<file path="src/rtl/seq_word_comparator_pkg.sv">
// Shared types for the sequential word comparator.
// Chunk width, FSM state encoding and the lt/eq/gt result bundle.
package seq_cmp_pkg;

   localparam int CHUNK_W = 3;

   typedef enum logic [1:0] {
      IDLE = 2'd0,
      RUN  = 2'd1,
      DONE = 2'd2
   } state_e;

   typedef struct packed {
      logic lt;
      logic eq;
      logic gt;
   } cmp_res_t;

endpackage

</file>
<file path="src/rtl/seq_word_comparator_if.sv">
// Request/result bundle between the operand stage and the comparator.
// master drives start/a/b; slave returns busy/done and the flags.
interface seq_word_comparator_if #(
   parameter int WIDTH = 12
);

   logic             start;
   logic [WIDTH-1:0] a;
   logic [WIDTH-1:0] b;
   logic             busy;
   logic             done;
   logic             lt;
   logic             eq;
   logic             gt;

   modport master (
      output start, a, b,
      input  busy, done, lt, eq, gt
   );

   modport slave (
      input  start, a, b,
      output busy, done, lt, eq, gt
   );

endinterface

</file>
<file path="src/rtl/seq_word_comparator_cmp3_slice.sv">
// Cascadable 3-bit magnitude slice: an equal chunk passes the
// incoming l/e/g through, an unequal chunk replaces them.
module cmp3_slice (
   input  logic [2:0] a,
   input  logic [2:0] b,
   input  logic       l,
   input  logic       e,
   input  logic       g,
   output logic       lt,
   output logic       et,
   output logic       gt
);

   always_comb begin
      lt = l;
      et = e;
      gt = g;
      if (a < b) begin
         lt = 1'b1;
         et = 1'b0;
         gt = 1'b0;
      end else if (a > b) begin
         lt = 1'b0;
         et = 1'b0;
         gt = 1'b1;
      end
   end

endmodule

</file>
<file path="src/rtl/seq_word_comparator.sv">
// Multi-cycle WIDTH-bit comparator, one 3-bit chunk per cycle, LSB first.
// Define SEQ_CMP_SIGNED_EN for a two's complement compare.
module seq_word_comparator
   import seq_cmp_pkg::*;
#(
   parameter int WIDTH = 12
) (
   input  logic                  clk,
   input  logic                  rst_n,
   seq_word_comparator_if.slave  bus
);

   localparam int NCHUNK = WIDTH / CHUNK_W;
   localparam int IDX_W  = (NCHUNK > 1) ? $clog2(NCHUNK) : 1;
   localparam logic [IDX_W-1:0] LAST = IDX_W'(NCHUNK - 1);

   state_e           state_q, state_d;
   logic [IDX_W-1:0] idx_q, idx_d;
   logic [WIDTH-1:0] a_q, a_d;
   logic [WIDTH-1:0] b_q, b_d;
   cmp_res_t         res_q, res_d;

   logic [WIDTH-1:0] a_in, b_in;
   logic [2:0]       ca, cb;
   logic             sl_lt, sl_et, sl_gt;

`ifdef SEQ_CMP_SIGNED_EN
   // Flipping the sign bit maps two's complement onto unsigned order.
   localparam logic [WIDTH-1:0] MSB_M = {1'b1, {(WIDTH-1){1'b0}}};
   assign a_in = bus.a ^ MSB_M;
   assign b_in = bus.b ^ MSB_M;
`else
   assign a_in = bus.a;
   assign b_in = bus.b;
`endif

   assign ca = a_q[int'(idx_q)*CHUNK_W +: CHUNK_W];
   assign cb = b_q[int'(idx_q)*CHUNK_W +: CHUNK_W];

   cmp3_slice u_slice (
      .a  (ca),
      .b  (cb),
      .l  (res_q.lt),
      .e  (res_q.eq),
      .g  (res_q.gt),
      .lt (sl_lt),
      .et (sl_et),
      .gt (sl_gt)
   );

   always_comb begin
      state_d = state_q;
      idx_d   = idx_q;
      a_d     = a_q;
      b_d     = b_q;
      res_d   = res_q;
      unique case (state_q)
         RUN: begin
            res_d = '{lt: sl_lt, eq: sl_et, gt: sl_gt};
            if (idx_q == LAST) begin
               state_d = DONE;
            end else begin
               idx_d = idx_q + 1'b1;
            end
         end
         IDLE, DONE: begin
            if (state_q == DONE) state_d = IDLE;
            if (bus.start) begin
               state_d = RUN;
               idx_d   = '0;
               a_d     = a_in;
               b_d     = b_in;
               res_d   = '{lt: 1'b0, eq: 1'b1, gt: 1'b0};
            end
         end
         default: state_d = IDLE;
      endcase
   end

   always_ff @(posedge clk) begin
      if (!rst_n) begin
         state_q <= IDLE;
         idx_q   <= '0;
         a_q     <= '0;
         b_q     <= '0;
         res_q   <= '0;
      end else begin
         state_q <= state_d;
         idx_q   <= idx_d;
         a_q     <= a_d;
         b_q     <= b_d;
         res_q   <= res_d;
      end
   end

   assign bus.busy = (state_q == RUN);
   assign bus.done = (state_q == DONE);
   assign bus.lt   = res_q.lt;
   assign bus.eq   = res_q.eq;
   assign bus.gt   = res_q.gt;

endmodule

</file>
<file path="src/flat_wrapper.sv">
// flat-port wrapper written by rule: the top's interface ports become plain ports
module seq_word_comparator_flat import seq_cmp_pkg::*;
#(
   parameter int WIDTH = 12
)
  (clk, rst_n, bus_start, bus_a, bus_b, bus_busy, bus_done, bus_lt, bus_eq, bus_gt);
  seq_word_comparator_if #(.WIDTH(WIDTH)) bus_i ();
  input  logic clk;
  input  logic rst_n;
  input wire logic [$bits(bus_i.start)-1:0] bus_start;
  input wire logic [$bits(bus_i.a)-1:0] bus_a;
  input wire logic [$bits(bus_i.b)-1:0] bus_b;
  output wire logic [$bits(bus_i.busy)-1:0] bus_busy;
  output wire logic [$bits(bus_i.done)-1:0] bus_done;
  output wire logic [$bits(bus_i.lt)-1:0] bus_lt;
  output wire logic [$bits(bus_i.eq)-1:0] bus_eq;
  output wire logic [$bits(bus_i.gt)-1:0] bus_gt;
  assign bus_i.start = bus_start;
  assign bus_i.a = bus_a;
  assign bus_i.b = bus_b;
  assign bus_busy = bus_i.busy;
  assign bus_done = bus_i.done;
  assign bus_lt = bus_i.lt;
  assign bus_eq = bus_i.eq;
  assign bus_gt = bus_i.gt;
  seq_word_comparator #(.WIDTH(WIDTH)) u_core (.clk(clk), .rst_n(rst_n), .bus(bus_i));
endmodule
</file>
<file path="config.mk">
export PLATFORM = sky130hd
export DESIGN_NAME = seq_word_comparator_flat
export DESIGN_NICKNAME = d
export VERILOG_FILES = /design/src/rtl/seq_word_comparator_pkg.sv /design/src/rtl/seq_word_comparator_if.sv /design/src/rtl/seq_word_comparator_cmp3_slice.sv /design/src/rtl/seq_word_comparator.sv /design/src/flat_wrapper.sv
export SDC_FILE = /design/constraint.sdc
export NUM_CORES = 1
export LEC_CHECK = 0
export CORE_ASPECT_RATIO = 1.1
export CORE_MARGIN = 2
export CORE_UTILIZATION = 53
export CTS_CLUSTER_SIZE = 8
export DETAILED_ROUTE_END_ITERATION = 8
export GPL_ROUTABILITY_DRIVEN = 1
export PLACE_DENSITY = 0.83
export SETUP_SLACK_MARGIN = 0.02
export SYNTH_ARGS = -nofsm -noshare
export SYNTH_HDL_FRONTEND = slang
export SYNTH_SLANG_ARGS = --single-unit
</file>
<file path="constraint.sdc">
create_clock -name clk -period 4.2 [get_ports clk]
set_input_delay 0.84 -clock clk [delete_from_list [all_inputs] [get_ports clk]]
set_output_delay 0.84 -clock clk [all_outputs]
set_load 0.02 [all_outputs]
</file>
==> summary.md <==
| Metric | Value |
|---|---|
| CTS tree | `yes` |
| Initial core utilization | `0.5647` |
| Reg power frac | `0.543` |
| Fin Clk Skew | `5.235 ps` |
| Synth warnings | `0` |
| VDD IR max | `0.2947 mV` |
| Distinct cells, synth | `27` |
| Post-route cell area | `1770 µm²` |
| Vias | `1155` |
| Ant. Diodes | `0` |
| PortBufs | `31` |
| Clock Power Share | `0.265` |
| I/O pin total | `32` |
| Max cap viols | `0` |
| Share of post-route cells with drive strength above 1 | `0.08021` |
| Setup crit end kind | `output port` |
| Number of synthesized register bits | `31` |
| Post-cts sizing count | `0` |
| Syn-to-layout area delta | `23.26%` |
| Number of vias per cell | `5.298` |
| Average size of a mapped cell | `9.091 µm²` |
| Final-report hold violation count | `0` |
| Fmax | `414.7 MHz` |
| Hold buffer count at CTS | `0` |
| Largest family of logic cells by synthesized area | `simple AND/OR/NAND/NOR gates` |
| DRC | `0` |
| RSZ-0062 raised after global routing | `false` |
| Post-Synth Simple-Gate Area | `0.2064` |
| Post-synthesis sequential area ratio | `0.4321` |
| Grt ovf | `0` |
| Max-slew violations | `0` |
| DR WL/cell | `12.86 µm` |
| Placed Area | `1720 µm²` |
| Adder-Cell Fraction of Synth Area | `0.03484` |
| Critical Path RT | `3360 ps` |
| Synth Area in Compound Gates | `0.1690` |
| Clk slew on worst S/H paths | `80 ps` |
| Vias in the first global route | `1141` |
| Final setup TNS | `0 ps` |
| Setup bufs post-CTS | `0` |
| Antenna viol nets, final | `0` |
| Synth area leaders | `dfxtp_1 43%, nand2_1 13%, a21boi_1 13%` |
| CTS sink count | `31` |
| Pint | `440.5 µW` |
| CP arrival | `1570 ps` |
| Final Setup Violations | `0` |
| Largest net degree at the start of global routing | `34` |
| Power per cell area | `339.5 nW/µm²` |
| Row count | `19` |
| Syn_nets | `189` |
| Clk_lat worst skew | `330 ps` |
| Initial antenna violation count | `0` |
| GRT Total Usage | `0.2114` |
| Worst-margin pin slew | `959.9 ps` |
| Final WL | `2.803 mm` |
| Die Wd | `53.64 µm` |
| Combinational Power Share | `0.192` |
| Met3 usage | `0.04822` |
| CTS Buf Count | `5` |
| Crit Path Category | `reg -> out` |
| Pre-Repair DR Iteration Count | `4` |
| Top-area cell type share of the netlist area | `0.4321` |
| Die Y | `58.60 µm` |
| Final nets | `217` |
| Core Region | `2544 µm²` |
| Busiest grt layer | `met2` |
| Worst min path class | `reg -> reg` |
| Post-layout min period | `2411 ps` |
| Static leakage | `0.6723 nW` |
| Type of origin of the critical path | `flop` |
| Initial DRC Count | `13` |
| CP Max Fanout | `6` |
| Post-synthesis mux area share | `0.09408` |
| Worst slew margin | `0.3600` |
| NetSw | `160.6 µW` |
| GR Util met2 | `0.3492` |
| H-tree depth | `2` |
| Synth Cell Area | `1436 µm²` |
| Placed wire-length estimate | `1.994 mm` |
| Switching part of the total | `0.2672` |
| Status | `finished, final reports clean` |
| Global-route wire length before repair | `4.726 mm` |
| Routability cong. | `0.7426` |
| GR met1 Demand/Resource | `0.2430` |
| CTS max path bufs | `2` |
| Syn Inst Count | `158` |
| Root Buffer | `clkbuf_4` |
| Die area | `3143 µm²` |
| Post-synthesis xor/xnor area fraction | `0` |
| Period Utilization, post-route | `0.5741` |
| Synth area leader | `dfxtp_1` |
## critical path, stage by stage, from the launching register on
cell,delay [ps]
dfxtp_1,420
nand2b_1,120
inv_2,100
clkdlybuf4s50_1,600
## Yosys cell counts
library cell	number
a21boi_1	25
a21oi_1	3
a31oi_1	1
and2_1	1
and3_1	1
buf_2	1
buf_4	4
buf_6	2
clkbuf_1	4
dfxtp_1	31
ha_1	4
inv_1	4
inv_2	1
mux4_2	6
nand2_1	51
nand2b_1	2
nand3_1	3
nand3b_1	1
nand4_1	2
nor2b_1	3
nor3_1	1
nor3b_2	1
o211ai_1	1
o21a_1	1
o21ai_1	2
o221ai_1	1
or3b_1	1
## path summary, 6_finish.rpt
kind | startpoint | end | slack, ps | cells after the start
setup / recovery | u_core.state_q[0] | bus_busy | 1790 | 3
hold / removal | u_core.a_q[2] | u_core.a_q[2] | 450 | 2
setup reg to reg | u_core.idx_q[0] | u_core.bus.lt | 1950 | 5
hold reg to reg | u_core.a_q[2] | u_core.a_q[2] | 450 | 2
## metrics by stage
stage | util | setup WS [ps] | hold slack, ps | power (mW) | cells
after global placement | 0.6763 | 1859 | 439.0 | 0.4428 | 210
after CTS | 0.6960 | 1776 | 457.9 | 0.6091 | 218
after global routing | 0.6960 | 1690 | 478.3 | 0.6364 | 218
final | 0.6960 | 1789 | 454.5 | 0.6011 | 218
after detailed placement | 0.6763 | 1758 | 445.8 | 0.4499 | 210
after floorplan | - | 2304 | 431.9 | 0.4065 | 158
## per-layer routing
metal / up-vias / share of wire / wire (µm)
met1: 532 / 0.42 / 1189
li1: 593 / - / -
met3: 5 / 0.047 / 132
met5: - / 0 / 0
met4: 0 / 0.016 / 46
met2: 25 / 0.51 / 1433
## power by group through the flow
stage	logic (mW)	clock network, mW	registers, mW
after floorplan	0.0760	0	0.330
after global placement	0.111	0	0.332
after detailed placement	0.116	0	0.334
after CTS	0.117	0.166	0.327
after global routing	0.129	0.178	0.329
final	0.115	0.159	0.327
## cell usage in the layout, fill, tap and decap left out
| master | n |
|---|---|
| a21boi_1 | 25 |
| a21oi_1 | 3 |
| a31oi_1 | 1 |
| and2_1 | 1 |
| and3_1 | 1 |
| buf_4 | 1 |
| clkbuf_1 | 2 |
| clkbuf_4 | 5 |
| clkdlybuf4s50_1 | 31 |
| clkinv_2 | 1 |
| dfxtp_1 | 31 |
| ha_1 | 4 |
| inv_1 | 4 |
| inv_2 | 1 |
| mux4_2 | 6 |
| nand2_1 | 51 |
| nand2b_1 | 2 |
| nand3_1 | 3 |
| nand3b_1 | 1 |
| nand4_1 | 2 |
| nor2b_1 | 3 |
| nor3_1 | 1 |
| nor3b_2 | 1 |
| o211ai_1 | 1 |
| o21a_1 | 1 |
| o21ai_1 | 2 |
| o221ai_1 | 1 |
| or3b_1 | 1 |
## sequential cells by signal, summed over array words and instances, names as in the netlist
register,cells
u_core.a_q,12
u_core.b_q,12
u_core.bus.eq,1
u_core.bus.gt,1
u_core.bus.lt,1
u_core.idx_q,2
u_core.state_q,2
## cell type report
cell class	count	area (µm²)
clock buffer	7	45.04
clock inverter	1	5.005
fill	205	773.2
inverter	5	18.77
multi-input combinational	111	724.4
sequential	31	620.6
tap	31	38.79
timing repair buffer	32	317.8
## cells by family (layout without fill, tap and decap cells)
| kind of cell | after synthesis | in the layout |
|---|---|---|
| AOI/OAI and AO/OA | 34 | 34 |
| buffers and inverters | 16 | 45 |
| adders and majority gates | 4 | 4 |
| and+or+nand+nor | 67 | 67 |
| DFF | 31 | 31 |
| muxes | 6 | 6 |
Note: power is estimated with default switching activity, not from simulation.
